[src/rtl/lfsr_pkg.sv]
`default_nettype none
// ============================================================================
// Module   : lfsr_pkg
// Brief    : Shared LFSR definitions: checker state, next-state function and
//            the active-low 7-segment hex table.
// Revision : 1.0
// ============================================================================
package lfsr_pkg;

    localparam int c_LFSR_W = 8;

    typedef enum logic [1:0] {
        ST_SEED   = 2'd0,
        ST_SYNC   = 2'd1,
        ST_LOCKED = 2'd2
    } state_t;

    // seg[7:1] = a..g, seg[0] = dp; active-low, dp kept dark. Index 15 first.
    localparam logic [15:0][7:0] c_SEG_TABLE = {
        8'h71, 8'h61, 8'h85, 8'h63,   // F E d C
        8'hC1, 8'h11, 8'h09, 8'h01,   // b A 9 8
        8'h1F, 8'h41, 8'h49, 8'h99,   // 7 6 5 4
        8'h0D, 8'h25, 8'h9F, 8'h03    // 3 2 1 0
    };

    // The all-zero word is a lock-up state for this polynomial; escape to 01.
    function automatic logic [c_LFSR_W-1:0] nxt(input logic [c_LFSR_W-1:0] s);
        if (s == '0) begin
            return 8'h01;
        end
        return {s[4] ^ s[3] ^ s[2] ^ s[0], s[7:1]};
    endfunction

endpackage : lfsr_pkg
`default_nettype wire

[src/rtl/lfsr_checker_seg7_hex.sv]
`default_nettype none
// ============================================================================
// Module   : seg7_hex
// Brief    : Combinational 4-bit hex to active-low 7-segment (+dp) decoder.
// Revision : 1.0
// ============================================================================
module seg7_hex
    import lfsr_pkg::*;
(
    input  logic [3:0] i_hex,
    output logic [7:0] o_seg
);

    assign o_seg = c_SEG_TABLE[i_hex];

endmodule : seg7_hex
`default_nettype wire

[config.mk]
export PLATFORM = sky130hd
export DESIGN_NAME = seg7_hex
export DESIGN_NICKNAME = d
export VERILOG_FILES = /design/src/rtl/lfsr_pkg.sv /design/src/rtl/lfsr_checker_seg7_hex.sv
export SDC_FILE = /design/constraint.sdc
export NUM_CORES = 1
export LEC_CHECK = 0
export BUFFER_PORTS_ARGS = -buffer_cell sky130_fd_sc_hd__buf_2
export CAP_MARGIN = 0
export CELL_PAD_IN_SITES_DETAIL_PLACEMENT = 0
export CELL_PAD_IN_SITES_GLOBAL_PLACEMENT = 2
export CORE_AREA = 2 2 39 41
export DETAILED_ROUTE_END_ITERATION = 12
export DIE_AREA = 0 0 41 43
export PLACE_DENSITY = 0.78
export SYNTH_ARGS = -nofsm -noshare
export SYNTH_HDL_FRONTEND = slang
export SYNTH_SLANG_ARGS = --single-unit
[constraint.sdc]
create_clock -name vclk -period 1.17
set_clock_uncertainty 0.05 [all_clocks]
set_input_delay 0.117 -clock vclk [all_inputs]
set_output_delay 0.117 -clock vclk [all_outputs]
set_load 0.03 [all_outputs]
==> flow_metrics.py <==
metrics = {
    "power": {
        "switching_share": 0.505,
        "leakagePower_nw": 0.278,
        "seq_power_share": 0,
        "power_density_mw_per_mm2": 441,
        "combinationalPowerShare": 1.000,
        "power_w": 0.000264,
        "clockPowerShare": 0,
        "p_switching_w": 0.000133,
        "ir_drop_mv": 0.237,
        "internal-power_w": 0.000130,
    },
    "finish": {
        "seq_cells": 0,
        "layout_commonest_cell": "buf_4",
        "nNetsFinal": 71,
        "area_growth_pct": 113,
        "seq_area_um2": 0,
        "layout.cells.non_filler": 74,
        "clkbuf_count": 0,
        "nFillCells": 142,
        "multiInputGateArea_um2": 313,
        "drive_gt1_frac": 0.672,
        "diodes": 0,
        "mostFrequentLayoutCells": "17 x buf_4, 5 x nor2_1, 4 x mux2i_1, 4 x ha_4",
    },
    "sta": {
        "setup-violations-final": 5,
        "period_minus_slack_ps": 1310,
        "timing.final.max_slew_violations": 0,
        "rsz0062_at_grt": "true",
        "fin_crit_sh": 1.12,
        "fmax_mhz": 763,
        "finalSetupTns_ps": -319,
        "report.final.hold_viol_count": 0,
        "setup_slack_ps": -141,
    },
    "min_path": {
        "hp-class": "input pin to output port",
    },
    "drt": {
        "totalWireLength_um": 845,
        "postRouteAntennaNets": 0,
        "remaining_drc_errors": 0,
        "drt_iter0_drc": 4,
        "via_count": 324,
        "dr.pass1.iters": 2,
        "wl_per_cell_um": 11.4,
        "viasPerCell": 4.38,
    },
    "global_route": {
        "gr-usage-all-layers": 0.111,
        "grt_overflow": 0,
        "grt_pass1_vias": 310,
        "antenna_found_initial": 0,
        "grt_max_degree": 12,
        "grt_pass1_wl_mm": 1.39,
    },
    "critical_path": {
        "worstPathArrival_ps": 1140,
        "path_max_fanout": 4,
        "critPathKind": "input pin to output port",
        "required_ps": 1000,
        "crit_path_end_kind": "output port",
        "cp-start-kind": "input pin",
    },
    "logic_synthesis": {
        "syn_inst": 35,
        "ys_top_cells_by_area": "ha_1 31%, mux2i_1 21%, mux4_2 8.0%, nor2_1 6.7%, nand2b_1 4.5%",
        "synth_simple_gate_area_frac": 0.125,
        "synth_compound_area_frac": 0.134,
        "synth_mux_area_frac": 0.295,
        "synthXorXnorAreaFrac": 0,
        "synth_top_area_cell": "ha_1",
        "synth_fa_ha_area_frac": 0.313,
        "syn_area_per_cell_um2": 8.01,
        "synth_cell_types": 15,
        "yosys_warnings": 0,
        "yosysSeqAreaShare": 0,
        "synth_area_um2": 280,
        "synth_top_area_share": 0.313,
        "syn-num-nets": 46,
        "synth_top_family_by_area": "adder cells",
    },
    "floorplan": {
        "start_util": 0.203,
        "ios": 12,
        "die_h_um": 43,
        "die-area_mm2": 0.00176,
        "core_area_mm2": 0.00138,
        "rows": 14,
        "die_x_um": 41,
    },
    "job": {
        "cap_violations": 0,
    },
    "place": {
        "place_congestion": 0.757,
        "dpl.hpwl_um": 554,
        "dp_cells": 72,
        "io_buffers": 11,
    },
    "run_status": {
        "violations": "setup timing",
        "outcome": "finished with violations",
    },
    "clock_tree": {
        "hold_buffers": 0,
    },
}
[layer usage]
layer / track usage / vias to the layer above / routed length [µm]
met1: 0.137 / 147 / 338
li1: - / 168 / -
met2: 0.213 / 9 / 461
met4: 0 / 0 / 0
met5: 0 / - / 0
met3: 0 / 0 / 44
[what timing repair did]
item	4_1_cts	5_1_grt
endpoints found under the setup margin	7	7
gates resized for setup	30	6
pin swaps	4	2
setup buffers	3	0
[synthesized netlist by cell type]
| cell | instances |
|---|---|
| buf_6 | 1 |
| nor2_1 | 5 |
| nand2_1 | 1 |
| buf_4 | 1 |
| o21ai_1 | 2 |
| o211ai_1 | 1 |
| a21oi_1 | 2 |
| conb_1 | 1 |
| a32o_1 | 1 |
| ha_1 | 7 |
| mux2i_1 | 6 |
| clkbuf_1 | 1 |
| nand2b_1 | 2 |
| mux4_2 | 1 |
| inv_1 | 3 |
[worst max-delay path, cell delays in order]
cell    delay [ps]
buf_12         110
buf_4          140
ha_4           160
mux4_2         460
buf_6          160
[cells by family after synthesis]
| group | count (synthesis) |
|---|---|
| AO/OA/AOI/OAI | 6 |
| AND/OR/NAND/NOR | 8 |
| other | 1 |
| adder cells (fa/ha/maj) | 7 |
| buffers and inverters | 6 |
| multiplexers | 7 |
[power by group through the flow]
stage | sequential [W] | combinational [W] | clock (W)
3_5_place_dp | 0 | 0.000194 | 0
3_3_place_gp | 0 | 0.000193 | 0
2_1_floorplan | 0 | 0.000123 | 0
5_1_grt | 0 | 0.000281 | 0
6_report | 0 | 0.000264 | 0
4_1_cts | 0 | 0.000248 | 0
[per-stage QoR]
stage / area, µm² / util / setup slack, ps / hold slack [ps]
2_1_floorplan: 284 / - / 3.01 / 407
3_3_place_gp: 434 / 0.314 / -232 / 662
3_5_place_dp: 434 / 0.314 / -251 / 656
4_1_cts: 574 / 0.415 / -135 / 654
5_1_grt: 598 / 0.432 / -156 / 655
6_report: 598 / 0.432 / -141 / 629
[worst paths after layout]
check | startpoint | end | slack, ps | depth (start not counted)
hold / removal | i_hex[2] | o_seg[3] | 630 | 3
setup / recovery | i_hex[0] | o_seg[4] | -140 | 5
[area by class of cell]
| type | count | area share |
|---|---|---|
| inverters | 3 | 0.0439 |
| multi-input cells | 29 | 0.523 |
| well taps | 16 | 0.0335 |
| repair buffers | 26 | 0.400 |
Power figures use the tool's default switching activity.
